[src/rtl/load_reg_pkg.sv]
// Shared types and helpers for the load-register arbiter.
package load_reg_pkg;

  localparam int DEF_NUM_REQ   = 4;
  localparam int DEF_WIDTH     = 8;
  localparam int DEF_MAX_BURST = 4;

  typedef enum logic {
    IDLE  = 1'b0,
    OWNED = 1'b1
  } state_t;

  // Index width that stays at least one bit even for a single entry.
  function automatic int idx_width(input int n);
    return (n > 1) ? $clog2(n) : 1;
  endfunction

endpackage

[src/rtl/rr_pick.sv]
// Combinational round-robin picker: first set request at or after start, wrapping.
module rr_pick
  import load_reg_pkg::*;
#(
  parameter int NUM_REQ = DEF_NUM_REQ,
  parameter int IDXW    = idx_width(NUM_REQ)
) (
  input  logic [NUM_REQ-1:0] req,
  input  logic [IDXW-1:0]    start,
  output logic               valid,
  output logic [IDXW-1:0]    winner
);

  // start + off modulo NUM_REQ; off is always below NUM_REQ.
  function automatic logic [IDXW-1:0] add_wrap(input logic [IDXW-1:0] a, input int off);
    int s;
    s = int'(a) + off;
    if (s >= NUM_REQ) s = s - NUM_REQ;
    return IDXW'(s);
  endfunction

  // Requests rotated so that bit 0 is the requester at the start index.
  logic [NUM_REQ-1:0] rot;

  genvar gi;
  generate
    for (gi = 0; gi < NUM_REQ; gi++) begin : g_rot
      assign rot[gi] = req[add_wrap(start, gi)];
    end
  endgenerate

  // Lowest rotated position wins; scanning downwards lets it overwrite the others.
  always_comb begin
    valid  = 1'b0;
    winner = '0;
    for (int k = NUM_REQ - 1; k >= 0; k--) begin
      if (rot[k]) begin
        valid  = 1'b1;
        winner = add_wrap(start, k);
      end
    end
  end

endmodule

[src/rtl/load_reg_arbiter.sv]
// One shared load register, owned round-robin by NUM_REQ requesters in bursts of at most MAX_BURST loads.
module load_reg_arbiter
  import load_reg_pkg::*;
#(
  parameter int NUM_REQ   = DEF_NUM_REQ,
  parameter int WIDTH     = DEF_WIDTH,
  parameter int MAX_BURST = DEF_MAX_BURST
) (
  input  logic                       clk,
  input  logic                       rst_n,
  input  logic [NUM_REQ-1:0]         req,
  input  logic [NUM_REQ*WIDTH-1:0]   req_data,
  input  logic                       clr,
  output logic [NUM_REQ-1:0]         gnt,
  output logic                       busy,
  output logic [WIDTH-1:0]           q,
  output logic                       ld_done,
  output logic [idx_width(NUM_REQ)-1:0] ld_src
);

  localparam int IDXW = idx_width(NUM_REQ);
  localparam int CNTW = $clog2(MAX_BURST + 1);

  state_t              state_reg, state_next;
  logic [IDXW-1:0]     owner_reg, owner_next;
  logic [IDXW-1:0]     last_owner_reg, last_owner_next;
  logic [CNTW-1:0]     burst_cnt_reg, burst_cnt_next;
  logic [WIDTH-1:0]    q_reg, q_next;
  logic [NUM_REQ-1:0]  gnt_reg, gnt_next;
  logic                busy_reg, busy_next;
  logic                ld_done_reg, ld_done_next;
  logic [IDXW-1:0]     ld_src_reg, ld_src_next;

  logic [WIDTH-1:0]    data_arr [NUM_REQ];
  logic [IDXW-1:0]     pick_start;
  logic                pick_valid;
  logic [IDXW-1:0]     pick_idx;

  function automatic logic [IDXW-1:0] inc_wrap(input logic [IDXW-1:0] i);
    return (i == IDXW'(NUM_REQ - 1)) ? '0 : i + 1'b1;
  endfunction

  function automatic logic [NUM_REQ-1:0] onehot(input logic [IDXW-1:0] i);
    logic [NUM_REQ-1:0] v;
    v    = '0;
    v[i] = 1'b1;
    return v;
  endfunction

  genvar gi;
  generate
    for (gi = 0; gi < NUM_REQ; gi++) begin : g_data
      assign data_arr[gi] = req_data[gi*WIDTH +: WIDTH];
    end
  endgenerate

  // Search starts just past the previous owner (IDLE) or the current owner (release).
  assign pick_start = (state_reg == IDLE) ? inc_wrap(last_owner_reg) : inc_wrap(owner_reg);

  rr_pick #(
    .NUM_REQ (NUM_REQ),
    .IDXW    (IDXW)
  ) u_pick (
    .req    (req),
    .start  (pick_start),
    .valid  (pick_valid),
    .winner (pick_idx)
  );

  // Next-state: arbitration, loading, burst counting and release with same-edge re-grant.
  always_comb begin
    state_next      = state_reg;
    owner_next      = owner_reg;
    last_owner_next = last_owner_reg;
    burst_cnt_next  = burst_cnt_reg;
    q_next          = q_reg;
    gnt_next        = gnt_reg;
    busy_next       = busy_reg;
    ld_done_next    = 1'b0;
    ld_src_next     = ld_src_reg;

    if (clr) begin
      state_next     = IDLE;
      burst_cnt_next = '0;
      q_next         = '0;
      gnt_next       = '0;
      busy_next      = 1'b0;
    end else begin
      case (state_reg)
        IDLE: begin
          if (pick_valid) begin
            state_next     = OWNED;
            owner_next     = pick_idx;
            burst_cnt_next = '0;
            gnt_next       = onehot(pick_idx);
            busy_next      = 1'b1;
          end
        end
        OWNED: begin
          if (req[owner_reg]) begin
            q_next         = data_arr[owner_reg];
            ld_done_next   = 1'b1;
            ld_src_next    = owner_reg;
            burst_cnt_next = burst_cnt_reg + 1'b1;
          end
          // Release on a dropped request or on the burst's final load.
          if (!req[owner_reg] || (burst_cnt_reg == CNTW'(MAX_BURST - 1))) begin
            last_owner_next = owner_reg;
            burst_cnt_next  = '0;
            if (pick_valid) begin
              owner_next = pick_idx;
              gnt_next   = onehot(pick_idx);
            end else begin
              state_next = IDLE;
              gnt_next   = '0;
              busy_next  = 1'b0;
            end
          end
        end
        default: state_next = IDLE;
      endcase
    end
  end

  // State register with asynchronous reset; requester 0 gets first priority after reset.
  always_ff @(posedge clk or negedge rst_n) begin
    if (!rst_n) begin
      state_reg      <= IDLE;
      owner_reg      <= '0;
      last_owner_reg <= IDXW'(NUM_REQ - 1);
      burst_cnt_reg  <= '0;
      q_reg          <= '0;
      gnt_reg        <= '0;
      busy_reg       <= 1'b0;
      ld_done_reg    <= 1'b0;
      ld_src_reg     <= '0;
    end else begin
      state_reg      <= state_next;
      owner_reg      <= owner_next;
      last_owner_reg <= last_owner_next;
      burst_cnt_reg  <= burst_cnt_next;
      q_reg          <= q_next;
      gnt_reg        <= gnt_next;
      busy_reg       <= busy_next;
      ld_done_reg    <= ld_done_next;
      ld_src_reg     <= ld_src_next;
    end
  end

  assign gnt     = gnt_reg;
  assign busy    = busy_reg;
  assign q       = q_reg;
  assign ld_done = ld_done_reg;
  assign ld_src  = ld_src_reg;

endmodule

[config.mk]
export PLATFORM = sky130hd
export DESIGN_NAME = load_reg_arbiter
export DESIGN_NICKNAME = d
export VERILOG_FILES = /design/src/rtl/load_reg_pkg.sv /design/src/rtl/rr_pick.sv /design/src/rtl/load_reg_arbiter.sv
export SDC_FILE = /design/constraint.sdc
export NUM_CORES = 1
export LEC_CHECK = 0
export BUFFER_PORTS_ARGS = -buffer_cell sky130_fd_sc_hd__buf_2
export CORE_ASPECT_RATIO = 1.25
export CORE_MARGIN = 2
export CORE_UTILIZATION = 40
export DETAILED_ROUTE_END_ITERATION = 8
export PLACE_DENSITY_LB_ADDON = 0.25
export SLEW_MARGIN = 20
export SYNTH_ARGS = -nofsm -noshare
export SYNTH_HDL_FRONTEND = slang
export SYNTH_HIERARCHICAL = 1
export SYNTH_SLANG_ARGS = --single-unit
[constraint.sdc]
create_clock -name clk -period 6.6 [get_ports clk]
set_input_delay 0.33 -clock clk [delete_from_list [all_inputs] [get_ports clk]]
set_output_delay 0.33 -clock clk [all_outputs]
set_load 0.02 [all_outputs]
==> impl_metrics.toml, run 1 <==
[worst_setup_path]
kind_of_end_point_of_the_critical_path = "flop"
worst_ep_required_time_ps = 6790
worst-path-max-fanout = 14
setup_crit_path_kind = "flop to flop"
worst_path_max_delay_cell = "sky130_fd_sc_hd__dfrtp_1"
cp_cell_sequence = "xor2_1, nand2_1, o21ai_0, nor3b_1, a211oi_1, nor2_1, or4b_2, mux2i_1"
worst_setup_path_start_kind = "flop"
slowest_stage_delay_on_critical_path_ps = 770
worst-endpoint-arrival_ps = 2860

[synthesis]
synth_seq_area_share_pct = 41.0
synthesis.nets = 172
synth_top_cells_by_area = "sky130_fd_sc_hd__dfrtp_1 (37%), sky130_fd_sc_hd__mux4_2 (14%), sky130_fd_sc_hd__a21bo_2 (5.4%), sky130_fd_sc_hd__mux2_2 (4.6%), sky130_fd_sc_hd__a21oi_1 (4.4%)"
synth_cell_types = 34
netlist.top_cell.by_area = "sky130_fd_sc_hd__dfrtp_1"
post_synthesis_sequential_element_count = 24
yosysWarningCount = 6
syn-instance-count = 131
synth_area_per_cell_sq_um = 11.2
synth.top_cell.area_share_pct = 37.4
netlist_area_sq_mm = 0.00147

[drt]
vias = 1210
firstDrtPassIters = 4
routedLengthMet1_um = 1460
antenna_violating_nets_post_route = 0
routed_via_density = 5.53
met2RoutedLength_um = 1700
wl_um = 3440
top_layer = "met4"
route.met3.wl_um = 161
route.detailed.drc = 0
drt_iter0_markers = 29
detail_route.wl_per_cell_um = 15.7

[hold_path]
hold_class = "input port to async pin"

[final_layout]
largest_reg_flops = 8
finalNetCount = 222
fill_cells = 327
flow.area_growth_from_synthesis_pct = 22.4
post_route_cells_drive_above_1_share_pct = 47.8
diodes = 0

[floorplan]
rows = 24
floorplan.die.width_um = 58.2
die_area_sq_mm = 0.00418
initial_core_util_pct = 41.9
floorplan.die.height_um = 71.8
ios = 55
core_footprint_sq_mm = 0.00351

[placed_design]
dp.final_hpwl_um = 2640
place_congestion = 0.743
portBuffers = 54

[sta]
unrepaired_setup_endpoints_after_global_routing = "false"
totalNegativeSetupSlack_ps = 0
fin_worst_skew_ps = 2.71
worst_slew_margin_rel_pct = 53.0
fin_worst_hold_slack_ps = 46.8
finalHoldViolCount = 0
max_clock_freq_mhz = 375
timing.final.crit_period_ps = 2670
tightestPinTransition_ps = 704
min_period_over_period_pct = 40.4
report.final.setup_viol = 0
drv_slew = 0

[cts]
numCtsBuffers = 3
cts_max_path_buffers = 2
tritoncts_clock_tree = "yes"
clkLatencyLatePin_ps = 260
postCtsResizedCells = 0
cts-root-buf = "sky130_fd_sc_hd__clkbuf_8"
clock-sinks = 24
clk_pin_slew_worst_paths_ps = 80
ctsHoldBuffers = 0
clock_tree.htree_level_count = 1
post-cts-setup-buffers = 0

[power]
pwr_per_cell_area_mw_per_mm2 = 355
irDropWorstVdd_mv = 0.301
p_leak_uw = 0.000870

[flow_run]
maxCapViolations = 0

[global_route]
globalRouteOverflowTotal = 0
track_usage_pct = 18.1
grt_first_pass_wirelength_um = 5920
first_global_vias = 1257
antenna_found_initial = 0
grt_max_degree = 26

[run_status]
outcome = "complete, no violations"
## layer usage
metal  vias to the layer above  track usage (%)
li1                        585                -
met1                       581             22.8
met2                        34             29.5
met3                        10             3.79
met4                         0             8.79
met5                         -                0
## Yosys cell counts
cell type,number
sky130_fd_sc_hd__dfrtp_1,22
sky130_fd_sc_hd__a21oi_1,13
sky130_fd_sc_hd__mux4_2,9
sky130_fd_sc_hd__a21bo_2,8
sky130_fd_sc_hd__nand3_1,8
sky130_fd_sc_hd__nor2_1,8
sky130_fd_sc_hd__mux2_2,6
sky130_fd_sc_hd__nand2_1,6
sky130_fd_sc_hd__nand2b_1,6
sky130_fd_sc_hd__clkbuf_1,5
sky130_fd_sc_hd__inv_1,5
sky130_fd_sc_hd__mux2i_1,5
sky130_fd_sc_hd__nor2b_1,4
sky130_fd_sc_hd__a211oi_1,2
sky130_fd_sc_hd__a32oi_1,2
sky130_fd_sc_hd__buf_2,2
sky130_fd_sc_hd__dfstp_2,2
sky130_fd_sc_hd__ha_1,2
sky130_fd_sc_hd__a211oi_2,1
sky130_fd_sc_hd__a21boi_1,1
sky130_fd_sc_hd__a21o_1,1
sky130_fd_sc_hd__a32o_1,1
sky130_fd_sc_hd__buf_1,1
sky130_fd_sc_hd__buf_6,1
sky130_fd_sc_hd__mux2_4,1
sky130_fd_sc_hd__nand3b_1,1
sky130_fd_sc_hd__nor3b_1,1
sky130_fd_sc_hd__nor4b_1,1
sky130_fd_sc_hd__o21ai_0,1
sky130_fd_sc_hd__or4_1,1
sky130_fd_sc_hd__or4b_2,1
sky130_fd_sc_hd__or4bb_1,1
sky130_fd_sc_hd__xnor2_1,1
sky130_fd_sc_hd__xor2_1,1
## kinds of logic after synthesis
group           synth area share [%]
compound gates                  15.0
xor+xnor                        1.19
fa+ha+maj                       1.70
buf+inv                         4.25
flops                           41.0
mux                             22.8
simple gates                    14.1
## placed cells by master, fill, tap and decap left out
cell type,instances
sky130_fd_sc_hd__a211oi_1,2
sky130_fd_sc_hd__a211oi_2,1
sky130_fd_sc_hd__a21bo_2,8
sky130_fd_sc_hd__a21boi_1,1
sky130_fd_sc_hd__a21o_1,1
sky130_fd_sc_hd__a21oi_1,13
sky130_fd_sc_hd__a32o_1,1
sky130_fd_sc_hd__a32oi_1,2
sky130_fd_sc_hd__buf_2,54
sky130_fd_sc_hd__clkbuf_8,4
sky130_fd_sc_hd__dfrtp_1,22
sky130_fd_sc_hd__dfstp_2,2
sky130_fd_sc_hd__ha_1,2
sky130_fd_sc_hd__inv_1,5
sky130_fd_sc_hd__mux2_2,6
sky130_fd_sc_hd__mux2_4,1
sky130_fd_sc_hd__mux2i_1,5
sky130_fd_sc_hd__mux4_2,9
sky130_fd_sc_hd__nand2_1,6
sky130_fd_sc_hd__nand2b_1,6
sky130_fd_sc_hd__nand3_1,8
sky130_fd_sc_hd__nand3b_1,1
sky130_fd_sc_hd__nor2_1,8
sky130_fd_sc_hd__nor2b_1,4
sky130_fd_sc_hd__nor3b_1,1
sky130_fd_sc_hd__nor4b_1,1
sky130_fd_sc_hd__o21ai_0,1
sky130_fd_sc_hd__or4_1,1
sky130_fd_sc_hd__or4b_2,1
sky130_fd_sc_hd__or4bb_1,1
sky130_fd_sc_hd__xnor2_1,1
sky130_fd_sc_hd__xor2_1,1
## where the power goes
part / internal [uW] / switching (uW) / leakage [uW]
clock: 53.2 / 46.7 / 0.0000288
sequential: 190 / 53.4 / 0.000312
combinational: 155 / 142 / 0.000529
## worst paths after layout
path	from	endpoint	slack (ps)	cells after the start
setup / recovery	owner_reg[0]	gnt[2]	3930	8
hold / removal	rst_n	burst_cnt_reg[1]	50	1
setup reg to reg	owner_reg[0]	gnt[2]	3930	8
hold reg to reg	ld_src[1]	ld_src[1]	510	1
max in group asynchronous	rst_n	last_owner_reg[1]	6180	1
min in group clk	clr	burst_cnt_reg[2]	460	2
## through the flow
| step | util (%) | setup WS (ps) | total power [uW] | cells | instance area [sq um] |
|---|---|---|---|---|---|
| 6_report | 51.3 | 3930 | 640 | 219 | 1800 |
| 3_3_place_gp | 49.7 | 4110 | 533 | 215 | 1750 |
| 3_5_place_dp | 49.7 | 3950 | 545 | 215 | 1750 |
| 5_1_grt | 51.3 | 3580 | 687 | 219 | 1800 |
| 4_1_cts | 51.3 | 3930 | 645 | 219 | 1800 |
| 2_1_floorplan | - | 4270 | 478 | 131 | 1470 |
## critical path, delay by kind of cell, from the launching register on
family | cells | cell delay [ps]
compound gates | 2 | 300
flops | 1 | 770
mux | 1 | 130
xor+xnor | 1 | 150
simple gates | 4 | 1250
## final cells by class
cell class	count	area, sq um	share of cell area (%)
multi-input cells	93	806	44.7
flip-flops and latches	24	603	33.5
repair buffers	54	270	15.0
clock buffers	4	55.1	3.06
well taps	39	48.8	2.71
inverters	5	18.8	1.04
Power figures use the tool's default switching activity.
==> inputs of run 2 (changes only) <==
==> constraint.sdc (replaced) <==
create_clock -name clk -period 2.5 [get_ports clk]
set_input_delay 0.125 -clock clk [delete_from_list [all_inputs] [get_ports clk]]
set_output_delay 0.125 -clock clk [all_outputs]
set_load 0.02 [all_outputs]
==> run 2 against run 1 <==
  * Power increased to 2.7 times the previous value
  * Worst hold slack better by 210 ps
  * Clock power rose by 140%
  * Final cell count rose by 2.7%
  * Die area is the same
  * Cell area grew 2.1%
  * Clock-buffer cell count unchanged
  * Register-to-register slack got worse by 3700 ps
==> impl_metrics.toml, run 2 (same netlist as run 1, synthesis figures left out) <==
[hold_path]
min_from = "clr"
hold_class = "input port to flop"

[drt]
firstDrtPassIters = 4
detail_route.wl_per_cell_um = 15.8
vias = 1263
drt_iter0_markers = 36
routed_via_density = 5.61
antenna_violating_nets_post_route = 0
route.detailed.drc = 0
wl_um = 3570

[final_layout]
diodes = 0
flow.area_growth_from_synthesis_pct = 25.0
instances_no_fill = 225
largest_reg_flops = 8
finalNetCount = 228
post_route_cells_drive_above_1_share_pct = 48.4
layout_commonest_cell = "sky130_fd_sc_hd__buf_2"
mostFrequentLayoutCells = "sky130_fd_sc_hd__buf_2 (54), sky130_fd_sc_hd__dfrtp_1 (22), sky130_fd_sc_hd__a21oi_1 (13)"

[worst_setup_path]
worst_setup_path_start_kind = "flop"
timing.rr.start = "owner_reg[0]"
slowest_stage_delay_on_critical_path_ps = 610
rr_worst_depth = 7
kind_of_end_point_of_the_critical_path = "flop"
worst-path-max-fanout = 5
worst_path_most_repeated_cell = "sky130_fd_sc_hd__mux2i_1"
cp_cell_sequence = "buf_4, mux2i_1, nor3b_1, a211oi_1, nor2_1, or4b_2, mux2i_1"
critical_path.startpoint = "owner_reg[0]"
r2r-end = "gnt[2]"
worst_path_max_delay_cell = "sky130_fd_sc_hd__or4b_2"
critical_path_buf_inv_count = 1
timing.reg2reg.setup_slack_ps = 230
worst_ep_required_time_ps = 2690
worst_setup_path_endpoint = "gnt[2]"
timing.critical_path.depth = 7
setup_crit_path_kind = "flop to flop"
worst_path_dominant_cell_family = "simple AND/OR/NAND/NOR gates"
worst-endpoint-arrival_ps = 2450

[sta]
max_clock_freq_mhz = 441
finalHoldViolCount = 0
totalNegativeSetupSlack_ps = 0
timing.final.crit_period_ps = 2270
worst_slew_margin_rel_pct = 62.9
min_period_over_period_pct = 90.7
fin_worst_skew_ps = 1.76
unrepaired_setup_endpoints_after_global_routing = "false"
report.final.setup_viol = 0
tightestPinTransition_ps = 556
drv_slew = 0

[floorplan]
floorplan.die.width_um = 58.2
rows = 24
core_footprint_sq_mm = 0.00351
ios = 55
initial_core_util_pct = 41.9
die_area_sq_mm = 0.00418
floorplan.die.height_um = 71.8

[cts]
clk_pin_slew_worst_paths_ps = 90
numCtsBuffers = 3
tritoncts_clock_tree = "yes"
clock-sinks = 24
cts_max_path_buffers = 2
clock_tree.htree_level_count = 1
cts-root-buf = "sky130_fd_sc_hd__clkbuf_8"
clkLatencyLatePin_ps = 260

[global_route]
track_usage_pct = 17.9
grt_max_degree = 25
antenna_found_initial = 0
globalRouteOverflowTotal = 0
first_global_vias = 1297
grt_first_pass_wirelength_um = 5890

[power]
irDropWorstVdd_mv = 0.723
p_leak_uw = 0.000892
pwr_per_cell_area_mw_per_mm2 = 941
fin_total_pwr_uw = 1730

[flow_run]
maxCapViolations = 0

[placed_design]
dp.final_hpwl_um = 2730
portBuffers = 54
place_congestion = 0.896
dpl.cell_count = 220

[run_status]
outcome = "complete, no violations"
[run 2: cell count changes in the layout (fill, tap and decap cells not counted), sizes merged]
| cell | delta |
|---|---|
| dlygate4sd3 | +1 |
| buf | +5 |
[run 2: through the flow]
stage	setup WS, ps	cell area [sq um]	util [%]	hold WS (ps)
3_3_place_gp	302	1780	50.8	135
4_1_cts	121	1840	52.4	261
6_report	233	1840	52.4	255
2_1_floorplan	174	1470	-	-171
3_5_place_dp	156	1780	50.8	152
5_1_grt	120	1840	52.4	281
[run 2: layout make-up]
cell class	count	area, sq um
timing repair buffer	60	318
clock buffer	4	45.0
multi-input combinational	93	806
sequential	24	603
tap	39	48.8
inverter	5	18.8
fill	315	1670
[run 2: how the worst min path moves through the flow]
stage	endpoint	slack, ps	cells after the start
global placement	gnt[1]	130	1
CTS	burst_cnt_reg[2]	260	2
finish	burst_cnt_reg[2]	250	2
detailed placement	gnt[1]	150	1
global route	burst_cnt_reg[1]	280	2
floorplan	burst_cnt_reg[0]	-170	0
[run 2: report_power, final]
| part | total [uW] | leakage [uW] | switching [uW] | internal (uW) |
|---|---|---|---|---|
| clock network | 239 | 0.0000228 | 125 | 114 |
| logic | 928 | 0.000558 | 475 | 453 |
| registers | 564 | 0.000312 | 60.1 | 504 |
| total | 1730 | 0.000892 | 660 | 1070 |
[run 2: what timing repair did]
item                                   4_1_cts  5_1_grt
hold buffers                                 1        0
setup endpoints to repair                    0        1
setup buffers                                0        0
gates resized for setup                      0        1
endpoints found under the hold margin       22        0
[run 2: routing by layer]
| metal | GRT usage [%] | up-vias | share of wire, % |
|---|---|---|---|
| met5 | 0 | - | 0 |
| met4 | 5.43 | 0 | 1.4 |
| met3 | 3.25 | 8 | 5.9 |
| met2 | 29.3 | 47 | 50 |
| met1 | 24.0 | 614 | 42 |
| li1 | - | 594 | - |
